==> config.mk <==
export PLATFORM = sky130hd
export DESIGN_NAME = ifetch_unit
export DESIGN_NICKNAME = d
export VERILOG_FILES = /design/src/rtl/ifetch_unit.sv
export SDC_FILE = /design/constraint.sdc
export NUM_CORES = 1
export LEC_CHECK = 0
export CELL_PAD_IN_SITES_DETAIL_PLACEMENT = 0
export CELL_PAD_IN_SITES_GLOBAL_PLACEMENT = 1
export CORE_ASPECT_RATIO = 2
export CORE_UTILIZATION = 33
export DETAILED_ROUTE_END_ITERATION = 10
export GPL_TIMING_DRIVEN = 0
export PLACE_DENSITY_LB_ADDON = 0.15
export RECOVER_POWER = 25
export SYNTH_ARGS = -nofsm -noshare
export SYNTH_HDL_FRONTEND = slang
export SYNTH_SLANG_ARGS = --single-unit
==> constraint.sdc <==
create_clock -name clk -period 2 [get_ports clk]
set_input_delay 0.2 -clock clk [delete_from_list [all_inputs] [get_ports clk]]
set_output_delay 0.2 -clock clk [all_outputs]
set_load 0.01 [all_outputs]
==> src/rtl/ifetch_unit.sv <==
// Instruction fetch sequencer.
// Samples the PC, issues a memory read, waits for mem_ready, latches the
// returned word into ir, pulses pc_en with the incremented address, and holds
// the instruction until decode acknowledges it. A watchdog raises a sticky
// fault if memory does not answer within TIMEOUT wait cycles.
//
// Ports:
//   clk, reset            clock (rising edge), async active-low reset
//   pc_q                  current PC value
//   fetch_req, flush      fetch request / abort outstanding fetch
//   ir_ack                decode consumed ir
//   fault_clr             clears the sticky fault
//   mem_rdata, mem_ready  memory read data and its valid strobe
//   mem_addr, mem_rd      registered read address and read strobe
//   ir, ir_valid          instruction register and its valid flag
//   pc_en, next_pc        one-cycle PC load enable and the value to load
//   busy, fault           not-idle indicator and sticky timeout flag
module ifetch_unit #(
  parameter int unsigned ADDR_W  = 16,
  parameter int unsigned DATA_W  = 16,
  parameter int unsigned TIMEOUT = 16
) (
  input  logic              clk,
  input  logic              reset,
  input  logic [ADDR_W-1:0] pc_q,
  input  logic              fetch_req,
  input  logic              flush,
  input  logic              ir_ack,
  input  logic              fault_clr,
  input  logic [DATA_W-1:0] mem_rdata,
  input  logic              mem_ready,
  output logic [ADDR_W-1:0] mem_addr,
  output logic              mem_rd,
  output logic [DATA_W-1:0] ir,
  output logic              ir_valid,
  output logic              pc_en,
  output logic [ADDR_W-1:0] next_pc,
  output logic              busy,
  output logic              fault
);

  // Counter only needs to reach TIMEOUT-1.
  localparam int unsigned CNT_W = (TIMEOUT > 2) ? $clog2(TIMEOUT) : 1;
  localparam logic [CNT_W-1:0] CNT_LAST = CNT_W'(TIMEOUT - 1);

  typedef enum logic [1:0] {
    S_IDLE  = 2'd0,
    S_WAIT  = 2'd1,
    S_DONE  = 2'd2,
    S_FAULT = 2'd3
  } state_t;

  state_t            state_q, state_d;
  logic [CNT_W-1:0]  cnt_q, cnt_d;
  logic [ADDR_W-1:0] mem_addr_q, mem_addr_d;
  logic              mem_rd_q, mem_rd_d;
  logic [DATA_W-1:0] ir_q, ir_d;
  logic              ir_valid_q, ir_valid_d;
  logic              pc_en_q, pc_en_d;
  logic [ADDR_W-1:0] next_pc_q, next_pc_d;
  logic              busy_q, busy_d;
  logic              fault_q, fault_d;

  // State and output registers.
  always_ff @(posedge clk or negedge reset) begin
    if (!reset) begin
      state_q    <= S_IDLE;
      cnt_q      <= '0;
      mem_addr_q <= '0;
      mem_rd_q   <= 1'b0;
      ir_q       <= '0;
      ir_valid_q <= 1'b0;
      pc_en_q    <= 1'b0;
      next_pc_q  <= '0;
      busy_q     <= 1'b0;
      fault_q    <= 1'b0;
    end else begin
      state_q    <= state_d;
      cnt_q      <= cnt_d;
      mem_addr_q <= mem_addr_d;
      mem_rd_q   <= mem_rd_d;
      ir_q       <= ir_d;
      ir_valid_q <= ir_valid_d;
      pc_en_q    <= pc_en_d;
      next_pc_q  <= next_pc_d;
      busy_q     <= busy_d;
      fault_q    <= fault_d;
    end
  end

  // Next-state and registered-output logic.
  always_comb begin
    state_d    = state_q;
    cnt_d      = cnt_q;
    mem_addr_d = mem_addr_q;
    mem_rd_d   = mem_rd_q;
    ir_d       = ir_q;
    ir_valid_d = ir_valid_q;
    pc_en_d    = 1'b0;
    next_pc_d  = next_pc_q;
    fault_d    = fault_q;

    case (state_q)
      S_IDLE: begin
        if (fetch_req) begin
          mem_addr_d = pc_q;
          mem_rd_d   = 1'b1;
          cnt_d      = '0;
          state_d    = S_WAIT;
        end
      end
      S_WAIT: begin
        // Flush beats ready, and ready beats the watchdog.
        if (flush) begin
          mem_rd_d = 1'b0;
          state_d  = S_IDLE;
        end else if (mem_ready) begin
          ir_d       = mem_rdata;
          ir_valid_d = 1'b1;
          pc_en_d    = 1'b1;
          next_pc_d  = ADDR_W'(mem_addr_q + ADDR_W'(1));
          mem_rd_d   = 1'b0;
          state_d    = S_DONE;
        end else if (cnt_q == CNT_LAST) begin
          fault_d  = 1'b1;
          mem_rd_d = 1'b0;
          state_d  = S_FAULT;
        end else begin
          cnt_d = CNT_W'(cnt_q + CNT_W'(1));
        end
      end
      S_DONE: begin
        if (ir_ack || flush) begin
          ir_valid_d = 1'b0;
          state_d    = S_IDLE;
        end
      end
      S_FAULT: begin
        if (fault_clr) begin
          fault_d = 1'b0;
          state_d = S_IDLE;
        end
      end
      default: state_d = S_IDLE;
    endcase

    busy_d = (state_d != S_IDLE);
  end

  assign mem_addr = mem_addr_q;
  assign mem_rd   = mem_rd_q;
  assign ir       = ir_q;
  assign ir_valid = ir_valid_q;
  assign pc_en    = pc_en_q;
  assign next_pc  = next_pc_q;
  assign busy     = busy_q;
  assign fault    = fault_q;

endmodule

==> flow_metrics.py, run 1 <==
metrics = {
    "run_status": {
        "outcome": "complete, no violations",
    },
    "placement": {
        "gp_congestion": 0.762,
        "dp_hpwl_um": 5100,
        "pre_cts_slack_ns": 0.146,
        "dp_cells": 440,
        "port_buffers": 91,
        "post_dp_cell_area_mm2": 0.00363,
    },
    "hold_path": {
        "worstHoldStart": "mem_rdata[4]",
        "hp-class": "in2reg",
    },
    "synth": {
        "synth_simple_gate_area_share": 0.196,
        "synth_top_family_by_area": "simple AND/OR/NAND/NOR gates",
        "synthMuxAreaShare": 0.0691,
        "synth_xor_area_frac": 0.0541,
        "synth-compound-area-share": 0.0754,
        "synth_nets": 295,
        "syn_inst": 254,
        "synth_cell_type_count": 30,
        "syn_avg_cell_area_um2": 10.2,
        "yosysWarningCount": 0,
        "synth.cell_area_mm2": 0.00259,
        "synth_fa_ha_area_frac": 0.00966,
        "ys_ff_latch": 59,
        "seq_area_frac_synth": 0.570,
    },
    "clock_tree": {
        "max-clock-path-buffers": 2,
        "cts_buffers": 9,
        "clk_pin_slew_ns": 0.05,
        "post_cts_buffers": 0,
        "postCtsResizedCells": 0,
        "worstSkewPairLatency_ns": 0.32,
        "cts_root_buf": "clkbuf_16",
        "tritoncts": "done",
        "htreeDepth": 3,
        "numClockSinks": 59,
    },
    "timing": {
        "fin_ws_ns": 0.269,
        "rsz0062_at_grt": "false",
        "fmax_mhz": 578,
        "tightest_slew_ns": 1.30,
        "skew_ns": 0.00569,
        "setup_viol": 0,
        "period_share": 0.865,
        "fin_crit_ns": 1.73,
        "drv_slew": 0,
        "finalHoldViolations": 0,
        "relSlewSlack": 0.131,
    },
    "global_route": {
        "gr-total-overflow": 0,
        "antenna_found_initial": 0,
        "grtUsageTotal": 0.180,
        "grt_pass1_vias": 2243,
        "grt_max_degree": 39,
        "grt_pass1_wl_um": 10900,
    },
    "floorplan": {
        "pin_count": 92,
        "fp.dieW_um": 64.6,
        "placementRows": 45,
        "fp.dieH_um": 127,
        "start_util": 0.341,
        "core_area_mm2": 0.00760,
        "die_area_mm2": 0.00823,
    },
    "critical_path": {
        "critPathSlowestCell": "mux2_2",
        "path_class": "reg2reg",
        "crit_start": "state_q[1]",
        "slowest_delay_ns": 0.37,
        "crit_family": "buffers and inverters",
        "start_kind": "flip-flop",
        "cp.required_ns": 2.20,
        "path_buf_inv": 2,
        "crit_fanout": 10,
        "cp_common_cell": "buf_2",
        "crit_path_cell_trace": "buf_2 > nor3b_2 > buf_2 > mux2_2",
        "end_kind": "flip-flop",
        "worstPathArrival_ns": 1.93,
        "critical_path.reg2reg.startpoint": "state_q[1]",
    },
    "finish": {
        "areaGrowthSynthToFinish_pct": 52.0,
        "fin_cells": 456,
        "stdcell_area_mm2": 0.00394,
        "fill_cells": 738,
        "layout.nets": 399,
        "final_common_cell": "clkdlybuf4s50_1",
        "mostFrequentLayoutCells": "89 x clkdlybuf4s50_1, 75 x nand2_1, 59 x dfrtp_1, 22 x o21ai_0, 15 x mux2_2",
        "diodes": 0,
        "layout-drive-gt1-share": 0.127,
        "post-route-util": 0.518,
    },
    "route": {
        "wl_per_cell_um": 14.6,
        "vias": 2159,
        "wl_met2_um": 3920,
        "drc": 0,
        "ant_nets": 0,
        "drt_wl_total_um": 6650,
        "drt_pass1_iterations": 4,
        "dr_wl_met3_um": 313,
        "vias_per_cell": 4.73,
        "drt_iter0_drc": 40,
        "wl_met1_um": 2280,
        "top_layer_used": "met4",
    },
    "run": {
        "cap_violations": 0,
    },
    "power": {
        "leakagePower_nw": 1.71,
        "ir_drop_mv": 0.863,
        "powerDensity_mw_per_mm2": 1410,
        "total_power_mw": 5.56,
    },
}
-- kinds of logic (layout without fill, tap and decap cells) --
family	after synthesis	count (layout)
AO/OA/AOI/OAI	34	34
XOR/XNOR	16	16
adder cells (fa/ha/maj)	2	2
buffers and inverters	14	122
flip-flops	59	59
multiplexers	16	16
AND/OR/NAND/NOR	113	113
-- state kept, by name, indices dropped and copies added (netlist names) --
register	flops
fault	1
next_pc	16
cnt_q	4
mem_rd	1
ir_valid	1
mem_addr	16
state_q	2
ir	16
pc_en	1
busy	1
-- path summary, 6_finish.rpt --
path	cells after the start	slack [ns]	to
setup / recovery	4	0.27	mem_addr[10]
min in group asynchronous	2	0.69	ir[3]
hold / removal	3	0.41	ir[4]
max in group asynchronous	3	0.49	mem_addr[9]
setup reg to reg	4	0.27	mem_addr[10]
hold reg to reg	2	0.47	ir[7]
-- area by class of cell --
type                       instances  area (um^2)  area share
sequential                        59         1480       0.375
multi-input combinational        181         1050       0.266
timing repair buffer              93          935       0.237
clock buffer                      13          260      0.0661
tap                               94          118      0.0299
buffer                            10         52.6      0.0133
clock inverter                     2         35.0     0.00890
inverter                           4         15.0     0.00381
-- synthesized netlist by cell type --
library cell | number | area, um^2
mux2i_1 | 1 | 10.0
nand2_1 | 75 | 282
nor3_1 | 6 | 30.0
inv_2 | 1 | 3.75
nand3_1 | 4 | 20.0
buf_4 | 1 | 7.51
a21oi_1 | 4 | 20.0
a21o_1 | 1 | 7.51
nor2b_1 | 2 | 12.5
o21ai_2 | 4 | 35.0
nand4_4 | 1 | 21.3
ha_1 | 2 | 25.0
nor3b_2 | 1 | 12.5
and3_1 | 2 | 12.5
nand2b_1 | 2 | 12.5
mux2_2 | 15 | 169
nor2_1 | 9 | 33.8
or2_1 | 1 | 6.26
xnor2_1 | 12 | 105
nor4_1 | 4 | 25.0
buf_2 | 9 | 45.0
a221oi_1 | 1 | 8.76
xor2_1 | 4 | 35.0
and2b_1 | 1 | 7.51
inv_1 | 3 | 11.3
dfrtp_1 | 59 | 1480
a31oi_1 | 1 | 6.26
nand4_1 | 5 | 31.3
o21ai_0 | 22 | 110
o211ai_1 | 1 | 7.51
-- per-layer routing --
layer,GRT usage,vias up
met4,0.0863,0
met5,0,-
met1,0.169,1016
met2,0.344,71
met3,0.0464,9
li1,-,1063
-- stage by stage --
stage	TNS, ns	hold slack, ns
after global routing	0	0.424
after global placement	-72.65	0.457
final	0	0.410
after floorplan	0	-0.0956
after detailed placement	0	0.218
after CTS	0	0.406
-- tightest hold or removal path, cell delays in order --
cell and delay [ns]:
clkdlybuf4s50_1 0.40, nand2_1 0.05, nand2_1 0.04
-- what timing repair did --
item,in CTS,in global routing
setup endpoints to repair,0,0
endpoints found under the hold margin,21,0
hold buffers,1,0
-- report_power, final --
part / switching (mW) / internal, mW / total, mW / leakage, nW
logic: 0.829 / 1.17 / 2.00 / 0.839
clock network: 0.492 / 1.02 / 1.51 / 0.146
registers: 0.390 / 1.66 / 2.05 / 0.728
total: 1.71 / 3.85 / 5.56 / 1.71
No activity file was read; power rests on OpenSTA's default activity.
==> run 2, diff against run 1 <==
--- a/config.mk
+++ b/config.mk
@@ -8,7 +8,8 @@
 export CELL_PAD_IN_SITES_DETAIL_PLACEMENT = 0
 export CELL_PAD_IN_SITES_GLOBAL_PLACEMENT = 1
 export CORE_ASPECT_RATIO = 2
-export CORE_UTILIZATION = 33
+export CORE_UTILIZATION = 35
+export CTS_BUF_LIST = sky130_fd_sc_hd__clkbuf_8
 export DETAILED_ROUTE_END_ITERATION = 10
 export GPL_TIMING_DRIVEN = 0
 export PLACE_DENSITY_LB_ADDON = 0.15
==> run 2 against run 1 <==
Sequential share of layout area increased by 1.0 points. Register-to-register slack improved by 0.02 ns. Highest routed layer unchanged. Clock skew about the same. Non-clock buffer count unchanged. Total power decreased by 8.1%.
==> flow_metrics.py, run 2 (synthesis gave the netlist of run 1 again) <==
metrics = {
    "clock_tree": {
        "max-clock-path-buffers": 2,
        "cts_buffers": 9,
        "clk_pin_slew_ns": 0.06,
        "htreeDepth": 3,
        "numClockSinks": 59,
        "post_cts_buffers": 0,
        "cts_hold_buf": 1,
        "worstSkewPairLatency_ns": 0.34,
        "tritoncts": "done",
        "cts_root_buf": "clkbuf_8",
        "postCtsResizedCells": 0,
    },
    "global_route": {
        "grt_max_degree": 35,
        "met3_usage": 0.0366,
        "antenna_found_initial": 0,
        "use_met2": 0.359,
        "grtUsageTotal": 0.183,
        "grt_pass1_wl_um": 10500,
        "grt_pass1_vias": 2161,
        "globalRouteMet1Util": 0.169,
        "gr-total-overflow": 0,
        "top_usage_layer": "met2",
    },
    "critical_path": {
        "cp_common_cell": "buf_2",
        "start_kind": "flip-flop",
        "critPathSlowestCell": "dfrtp_1",
        "r2r_end": "mem_addr[10]",
        "worstPathArrival_ns": 1.94,
        "crit_path_cell_trace": "buf_2 > nor3b_2 > buf_2 > mux2_2",
        "slowest_delay_ns": 0.37,
        "rr_worst_depth": 4,
        "crit_family": "buffers and inverters",
        "cp.required_ns": 2.23,
        "path_class": "reg2reg",
        "reg2reg_slack_ns": 0.29,
        "end_kind": "flip-flop",
        "crit_fanout": 10,
        "critical_path.reg2reg.startpoint": "state_q[1]",
        "path_buf_inv": 2,
    },
    "power": {
        "powerDensity_mw_per_mm2": 1330,
        "ir_drop_mv": 0.599,
        "leakagePower_nw": 1.68,
    },
    "run_status": {
        "outcome": "complete, no violations",
    },
    "placement": {
        "post_dp_cell_area_mm2": 0.00363,
        "dp_hpwl_um": 5020,
        "port_buffers": 91,
        "gp_congestion": 0.767,
    },
    "timing": {
        "skew_ns": 0.00619,
        "finalHoldViolations": 0,
        "relSlewSlack": 0.0261,
        "period_share": 0.856,
        "tightest_slew_ns": 1.46,
        "drv_slew": 0,
        "fin_crit_ns": 1.71,
        "hold_ws_ns": 0.384,
        "setup_viol": 0,
        "fmax_mhz": 584,
        "rsz0062_at_grt": "false",
    },
    "route": {
        "drt_pass1_iterations": 4,
        "vias": 2192,
        "wl_per_cell_um": 14.4,
        "drt_wl_total_um": 6520,
        "ant_nets": 0,
        "drt_iter0_drc": 44,
        "drc": 0,
        "vias_per_cell": 4.83,
    },
    "floorplan": {
        "placementRows": 44,
        "core_area_mm2": 0.00721,
        "fp.dieW_um": 62.8,
        "fp.dieH_um": 124,
        "pin_count": 92,
        "die_area_mm2": 0.00777,
        "start_util": 0.359,
    },
    "finish": {
        "layout.nets": 399,
        "final_common_cell": "clkdlybuf4s50_1",
        "mostFrequentLayoutCells": "89 x clkdlybuf4s50_1, 75 x nand2_1, 59 x dfrtp_1, 22 x o21ai_0, 15 x mux2_2",
        "areaGrowthSynthToFinish_pct": 48.0,
        "diodes": 0,
        "fill_cells": 668,
        "layout-drive-gt1-share": 0.127,
        "stdcell_area_mm2": 0.00383,
    },
    "run": {
        "cap_violations": 0,
    },
    "hold_path": {
        "holdPathStages": 3,
        "hold_path_end": "ir[2]",
        "hp-class": "in2reg",
        "worstHoldStart": "mem_rdata[2]",
    },
}
-- run 2: area by class of cell --
type                            count  area [um^2]  area share
Buffer                             10         52.6      0.0137
Clock buffer                       11          151      0.0395
Clock inverter                      4         42.5      0.0111
Inverter                            4         15.0     0.00392
Multi-Input combinational cell    181         1050       0.273
Sequential cell                    59         1480       0.385
Tap cell                           92          115      0.0300
Timing Repair Buffer               93          935       0.244
-- run 2: worst reg2reg max path, stage by stage (launching register included) --
cell and delay [ns]:
dfrtp_1 0.37, buf_2 0.18, nor3b_2 0.33, buf_2 0.35
mux2_2 0.38
-- run 2: worst max path at each step --
stage	from	endpoint	slack [ns]	cells after the start
CTS	state_q[1]	mem_addr[10]	0.26	4
global route	reset	mem_addr[6]	0.12	2
finish	state_q[1]	mem_addr[10]	0.29	4
detailed placement	fetch_req	mem_addr[10]	0.15	4
global placement	reset	mem_addr[15]	-1.20	1
floorplan	state_q[1]	mem_addr[0]	0.54	4
-- run 2: per-layer routing --
metal | up-vias | share of wire
met3 | 14 | 0.039
met1 | 1044 | 0.34
met2 | 71 | 0.59
li1 | 1063 | -
met4 | 0 | 0.028
met5 | - | 0
-- run 2: where the power goes --
part / switching [mW] / internal, mW
sequential: 0.382 / 1.65
clock: 0.441 / 0.625
combinational: 0.837 / 1.17
-- run 2: stage by stage --
stage	setup slack, ns	total power, mW	util	instances	setup TNS, ns
after floorplan	0.535	2.87	-	254	0
after global placement	-1.20	4.06	0.501	437	-70.40
after detailed placement	0.154	4.10	0.503	438	0
after CTS	0.259	5.18	0.532	454	0
after global routing	0.118	5.45	0.532	454	0
final	0.289	5.11	0.532	454	0
